`config.mk`:
```
export PLATFORM = sky130hd
export DESIGN_NAME = access_control
export DESIGN_NICKNAME = d
export VERILOG_FILES = /design/src/rtl/access_control.sv
export SDC_FILE = /design/constraint.sdc
export NUM_CORES = 1
export LEC_CHECK = 0
export BUFFER_PORTS_ARGS = -buffer_cell sky130_fd_sc_hd__buf_4
export CORE_UTILIZATION = 50
export CTS_CLUSTER_DIAMETER = 40
export DETAILED_ROUTE_END_ITERATION = 10
export GPL_TIMING_DRIVEN = 1
export PLACE_DENSITY_LB_ADDON = 0.3
export SETUP_SLACK_MARGIN = 0.4
export SLEW_MARGIN = 20
export SYNTH_ARGS = -nofsm -noshare
export SYNTH_HDL_FRONTEND = slang
export SYNTH_SLANG_ARGS = --single-unit
```
`constraint.sdc`:
```
create_clock -name clk -period 6 [get_ports clk]
set_clock_uncertainty 0.1 [all_clocks]
set_input_delay 0.6 -clock clk [delete_from_list [all_inputs] [get_ports clk]]
set_output_delay 0.6 -clock clk [all_outputs]
set_load 0.02 [all_outputs]
```
`src/rtl/access_control.sv`:
```
// access_control: passcode entry with grant, failure counting and timed lockout
module access_control #(
  parameter int DIGIT_W = 4,
  parameter int NUM_DIGITS = 4,
  parameter logic [DIGIT_W*NUM_DIGITS-1:0] PASSCODE = 16'h1234,
  parameter int MAX_FAILS = 3,
  parameter int LOCKOUT_CYCLES = 100000000
) (
  input  logic               clk,
  input  logic               rst,
  input  logic               enable,
  input  logic [DIGIT_W-1:0] digit,
  input  logic               enter,
  input  logic               logout,
  output logic               access_control_fb,
  output logic [2:0]         digit_count,
  output logic [2:0]         fail_count,
  output logic               locked,
  output logic [1:0]         status
);
  localparam int CODE_W = DIGIT_W * NUM_DIGITS;
  localparam int TIMER_W = $clog2(LOCKOUT_CYCLES + 1);
  localparam logic [2:0] LAST_DIGIT = 3'(NUM_DIGITS - 1);
  localparam logic [2:0] FAIL_LIMIT = 3'(MAX_FAILS);
  localparam logic [2:0] IDLE = 3'd0, ENTRY = 3'd1, CHECK = 3'd2, GRANTED = 3'd3, DENIED = 3'd4, LOCKED = 3'd5;
  logic [2:0] state;
  logic [CODE_W-1:0] buffer;
  logic [TIMER_W-1:0] timer;
  // state sequencing; visible fb/status/locked are registered decodes of the state, one edge behind it
  always_ff @(posedge clk)
    if (!rst) begin
      state <= IDLE;
      buffer <= '0;
      timer <= '0;
      digit_count <= '0;
      fail_count <= '0;
      access_control_fb <= 1'b0;
      locked <= 1'b0;
      status <= 2'b00;
    end else begin
      access_control_fb <= state == GRANTED;
      locked <= state == LOCKED;
      status <= state == GRANTED ? 2'b01 : state == LOCKED ? 2'b11 : state == DENIED ? 2'b10 : 2'b00;
      case (state)
        IDLE, ENTRY, DENIED:
          if (enable && enter) begin
            buffer <= (buffer << DIGIT_W) | CODE_W'(digit);
            digit_count <= digit_count == LAST_DIGIT ? 3'd0 : digit_count + 3'd1;
            state <= digit_count == LAST_DIGIT ? CHECK : ENTRY;
          end else if (!enable && state == ENTRY) begin
            buffer <= '0;
            digit_count <= '0;
            state <= IDLE;
          end
        CHECK:
          if (buffer == PASSCODE) begin
            state <= GRANTED;
            fail_count <= '0;
          end else begin
            fail_count <= fail_count + 3'd1;
            state <= fail_count + 3'd1 == FAIL_LIMIT ? LOCKED : DENIED;
            timer <= TIMER_W'(LOCKOUT_CYCLES - 1);
          end
        GRANTED:
          if (logout) begin
            state <= IDLE;
            fail_count <= '0;
          end
        LOCKED:
          if (timer == '0) begin
            state <= IDLE;
            fail_count <= '0;
          end else timer <= timer - 1'b1;
        default: state <= IDLE;
      endcase
    end
endmodule

```
==> results.md, run 1 <==
* Power Internal at 0.000469 W
* Metal-1 WL at ~2600 um
* Via density at ~5.9
* Mapped cell area at 2580 um2
* Finished Core Util at 58.3%
* Detail Route met3 WL at about 200 um
* Total net switching power at 0.000145 W
* Die W at 73.8 um
* Routed WL at 5290 um
* Flop pwr share at roughly three fifths
* Run status: complete, no violations
* Largest net degree at the start of global routing at 40
* DRT iter0 DRCs at 107
* Peak VDD IR at 0.206 mV
* Area grow syn2layout at 9.70%
* Antenna-violating nets left at 0
* Hold Crit Start: timer[10]
* Ys flop type: dfxtp_1
* RSZ-0062 raised after global routing: no
* Switching share of power at 23.7%
* Non-Filler Instances at roughly 370
* Core ar. at 4850 um2
* Row cnt at 25
* Crit share post-route at 43.6%
* Vias post-DR at 2207
* Number of library cell types mapped by synthesis at 48
* Uppermost layer routed: met4
* Pin slew with the least headroom to its limit at 718 ps
* First-pass GRT wire length at 9070 um
* Layout net count at 316
* Lkg Pwr at 1.07 nW
* First-pass iteration count of the detailed router at 7
* MaxCap Viol Count at 0
* Crit-path max FO at 11
* Area share of the largest cell type after synthesis at 43.5%
* Vias in the first global route at 1982
* HPWL Detailed at 3630 um
* Ys async rst share at 0%
* Layout cells sized above 1 at approximately an eighth
* Hold Path Sink: timer[10]
* Most common cell after layout, fill and taps aside: dfxtp_1
* Register area share after synthesis at a little over two fifths
* Post-CTS Setup Bufs at 0
* R2R depth at 5
* Area leader, netlist: dfxtp_1
* Antenna cell count at 0
* Reg2reg setup slack at 3380 ps
* Mapped Nets at 304
* Most frequent cells in the layout: dfxtp_1 (56), nor2_1 (32), buf_4 (20)
* TNS Setup at 0 ps
* CTS Buffer Depth at 2
* CP required at 6140 ps
* R2R Path End: timer[22]
* DR WL met2 at about 2400 um
* Synth area leaders: dfxtp_1 (43%), a22oi_1 (5.2%), nor2_1 (4.7%)
* Design Power at 0.000614 W
* Post-CTS sizing at 0
* Clk Tree Root Cell: clkbuf_8
* Clk Latency, worst-skew pair at 310 ps
* Grt total ovfl at 0
* Placed cell count at 363
* Die Y at 73.8 um
* Fmax at 382 MHz
* FF-to-FF Start: timer[4]
* Worst path arrival time at roughly 2800 ps
* Gpl congestion at 0.889
* DRC viols at 0
* All-layer global routing usage at 21.3%
* Seq cells post-synth at 56
* DR WL/cell at 14.3 um
* Slew Limit Fails at 0
* Die area at 5450 um2
* Initial antenna violation count at 0
* Post-synth EDFFs at 0
* Period minus WS final at 2620 ps
* CTS sink count at 56
* Kind of critical path: flop to flop
* Syn_area_per_cell at 8.86 um2
* Multi-input gate area at ~1400 um2
* Final Hold Vio Count at 0
* Clock-pin slew on the worst setup and hold paths at around 100 ps
* Worst hold slack at 396 ps
* Synth warn at 0
* FF+latch area at ~1100 um2
* # IOs at 19
* Setup Viol. Count Final at 0
* Startpoint Class: flop
* Cell count of the worst hold path at 2
* Element type at the critical path end: flop
* Clock share of power at about a third
* Pwr dens at about 220 nW/um2
* Initial Util at 53.2%
* Slew HR at 52.0%
* Cell count after synthesis at about 290
* Num CTS Buffers at 5
* CTS tree: done
* Comb power frac at 4.5%
* Htree depth at 2
* Hold Buf Count CTS at 0
* Port bufs at 18
* Hold WC Path Type: flop to flop
* Fillers at 450
layout make-up:
class | count | share of cell area, %
inverters | 6 | 0.796
well taps | 67 | 2.96
clock buffers | 5 | 2.43
multi-input cells | 214 | 48.1
clock inverters | 3 | 0.796
flip-flops and latches | 56 | 39.6
repair buffers | 20 | 5.31
sequential cells by signal, indices dropped and copies added (netlist names):
name	cells
access_control_fb	1
buffer	16
digit_count	3
fail_count	3
locked	1
state	3
status	2
timer	27
power by group through the flow:
stage               clock network [W]  logic (W)  registers [W]
CTS                          0.000218  0.0000277       0.000377
global placement                    0  0.0000277       0.000385
floorplan                           0  0.0000179       0.000385
detailed placement                  0  0.0000277       0.000386
finish                       0.000209  0.0000278       0.000377
global route                 0.000231  0.0000311       0.000378
metrics by stage:
| step | area (um2) | setup WS (ps) |
|---|---|---|
| floorplan | 2580 | 3640 |
| global placement | 2740 | 3490 |
| detailed placement | 2740 | 3370 |
| CTS | 2830 | 3360 |
| global route | 2830 | 3160 |
| finish | 2830 | 3380 |
critical path, stage by stage, from the launching register on:
cell and delay (ps):
dfxtp_1 380, nor4_1 480, nand4_1 460, or3_1 570, or4_1 410, a31oi_1 160
worst max-delay path by stage:
stage | startpoint | slack (ps) | end
finish | timer[4] | 3380 | timer[22]
detailed placement | timer[4] | 3370 | timer[22]
global placement | timer[4] | 3490 | timer[22]
floorplan | timer[0] | 3640 | timer[19]
CTS | timer[4] | 3360 | timer[22]
global route | timer[4] | 3160 | timer[22]
cells by family after synthesis:
group,share of synthesized area [%]
buffers and inverters,3.78
AO/OA/AOI/OAI,21.2
multiplexers,0.388
flip-flops,43.5
adder cells (fa/ha/maj),1.94
AND/OR/NAND/NOR,27.5
XOR/XNOR,1.70
layer usage:
metal  track usage (%)  up-vias
li1                  -     1141
met1              28.8     1015
met2              34.5       43
met3              4.53        8
met4              5.13        0
met5                 0        -
Yosys cell counts (all sizes together), types with 3 or more instances:
cell and n:
a211oi 6, inv 6, a31oi 7, o21a 3
nand2 12, nand2b 7, nor2b 3, a311oi 3
ha 4, buf 4, nand3b 3, nand3 3
o31ai 9, dfxtp 56, nor4b 3, and4 4
nor2 32, a22oi 18, nor4 7, nand4 4
xor2 3, a21oi 16, or3 10, clkbuf 11
o21ai 9, nor3 15, or4 12
Note: power is estimated with default switching activity, not from simulation.
==> run 2, diff against run 1 <==
==> constraint.sdc (replaced) <==
create_clock -name clk -period 2.3 [get_ports clk]
set_clock_uncertainty 0.1 [all_clocks]
set_input_delay 0.23 -clock clk [delete_from_list [all_inputs] [get_ports clk]]
set_output_delay 0.23 -clock clk [all_outputs]
set_load 0.02 [all_outputs]
==> results.md, run 2 (same netlist as run 1, synthesis figures left out) <==
* Run status: complete, no violations
* Initial antenna violation count at 0
* CTS tree: done
* Row cnt at 25
* FF+latch area at 1130 um2
* Antenna-violating nets left at 0
* Port bufs at 18
* Die area at 5450 um2
* All-layer global routing usage at 25.8%
* Fillers at 371
* DRT iter0 DRCs at between 200 and 250
* Via density at roughly 6.3
* Routed WL at around 7200 um
* Detail Route met3 WL at between 200 and 300 um
* Vias post-DR at 2545
* Hold WC Path Type: input port to flop
* Worst path arrival time at between 2000 and 2500 ps
* Fmax at 436 MHz
* CP required at 2440 ps
* RSZ-0062 raised after global routing: yes
* Period minus WS final at between 2000 and 2500 ps
* Worst hold slack at 45.4 ps
* Biggest regs: timer x27, buffer x16
* Layout net count at ~350
* First-pass iteration count of the detailed router at 5
* Reg2reg setup slack at 6 ps
* Finished Core Util at 70.2%
* Uppermost layer routed: met4
* Metal-1 WL at 3050 um
* Lkg Pwr at 1.33 nW
* Layout cells sized above 1 at 32.6%
* CTS sink count at 56
* Area grow syn2layout at 32.1%
* R2R depth at 9
* Htree depth at 2
* Clock-pin slew on the worst setup and hold paths at around 100 ps
* Most frequent cells in the layout: dfxtp_1 (52), buf_4 (45), nor2_1 (32)
* Most common cell after layout, fill and taps aside: dfxtp_1
* Clk Latency, worst-skew pair at 310 ps
* # IOs at 19
* DR WL/cell at 17.6 um
* Largest Register: timer
* Peak VDD IR at 0.338 mV
* DR WL met2 at 3650 um
* Setup Viol. Count Final at 0
* Die Y at 73.8 um
* Max reg flops at 27
* Gpl congestion at 0.821
* Num CTS Buffers at 5
* CTS Buffer Depth at 2
* Pwr dens at 505 nW/um2
* Final Hold Vio Count at 0
* Slew HR at a little under three quarters
* Initial Util at 53.2%
* Grt total ovfl at 0
* Clk Tree Root Cell: clkbuf_8
* Core ar. at 4850 um2
* Antenna cell count at 0
* CP startpoint: timer[0]
* DRC viols at 0
* R2R Path End: timer[22]
* Slew Limit Fails at 0
* Vias in the first global route at ~2400
* Setup crit end: timer[22]
* Die W at 73.8 um
* Startpoint Class: flop
* Multi-input gate area at 1590 um2
* HPWL Detailed at 3920 um
* Crit share post-route at 99.7%
* Crit-path max FO at 4
* First-pass GRT wire length at 10800 um
* Element type at the critical path end: flop
* MaxCap Viol Count at 0
* Kind of critical path: flop to flop
* Largest net degree at the start of global routing at 39
* FF-to-FF Start: timer[0]
* Pin slew with the least headroom to its limit at 431 ps
==> run 2: changes by cell type in the layout (fill, tap and decap cells not counted), moves of 4 or more <==
| cell | before | now |
|---|---|---|
| dfxtp_1 | 56 | 52 |
| nor4_1 | 6 | 1 |
| or3_1 | 10 | 6 |
| buf_6 | 0 | 11 |
| a211oi_1 | 6 | 1 |
| or3_4 | 0 | 4 |
| a211oi_2 | 0 | 5 |
| buf_4 | 20 | 45 |
==> run 2: worst min path at each step <==
stage,startpoint,endpoint,depth (start not counted)
after global routing,digit[3],buffer[3],3
after CTS,digit[3],buffer[3],3
after detailed placement,digit[3],buffer[3],3
after global placement,timer[0],timer[0],1
final,digit[3],buffer[3],3
after floorplan,digit[0],buffer[0],2
==> run 2: routing by layer <==
layer  global-route usage, %  vias up
li1                        -     1204
met1                    32.0     1220
met2                    42.7       99
met3                    5.76       22
met4                    11.5        0
met5                       0        -
==> run 2: through the flow <==
step	power, W	cells	setup TNS, ps	setup slack (ps)	instance area [um2]
finish	0.00172	407	0	5.91	3410
global route	0.00177	407	-8.72	-8.72	3410
CTS	0.00173	400	0	77.3	3230
detailed placement	0.00108	375	0	13.8	2860
global placement	0.00108	375	0	52.1	2860
floorplan	0.00105	291	0	15.9	2610
==> run 2: layout make-up <==
type | count | area share (%)
Multi-Input combinational cell | 214 | 46.8
Sequential cell | 56 | 33.1
Timing Repair Buffer | 56 | 13.6
Tap cell | 67 | 2.46
Clock buffer | 6 | 2.13
Clock inverter | 2 | 1.14
Inverter | 6 | 0.808
==> run 2: where the power goes <==
group	total, W	internal, W	switching [W]
Sequential	0.000980	0.000974	0.00000601
Combinational	0.0000834	0.0000319	0.0000515
Clock	0.000658	0.000330	0.000328
Total	0.00172	0.00134	0.000386
==> run 2: timing repair <==
item                                    CTS  global route
resized for setup                        28            29
hold buffers                              0             0
cloned                                    1             0
hold endpoints to repair                  0             0
pin swaps                                18            13
endpoints found under the setup margin   29            32
buffers inserted                         16             7
==> run 2: worst max-delay path: stages (launching register included) <==
cell and delay (ps):
dfxtp_2 330, buf_4 130, buf_6 120, inv_4 50, ha_4 130, nor3b_4 260, nand2_2 150, or3_4 360
or4_1 410, a31oi_1 190
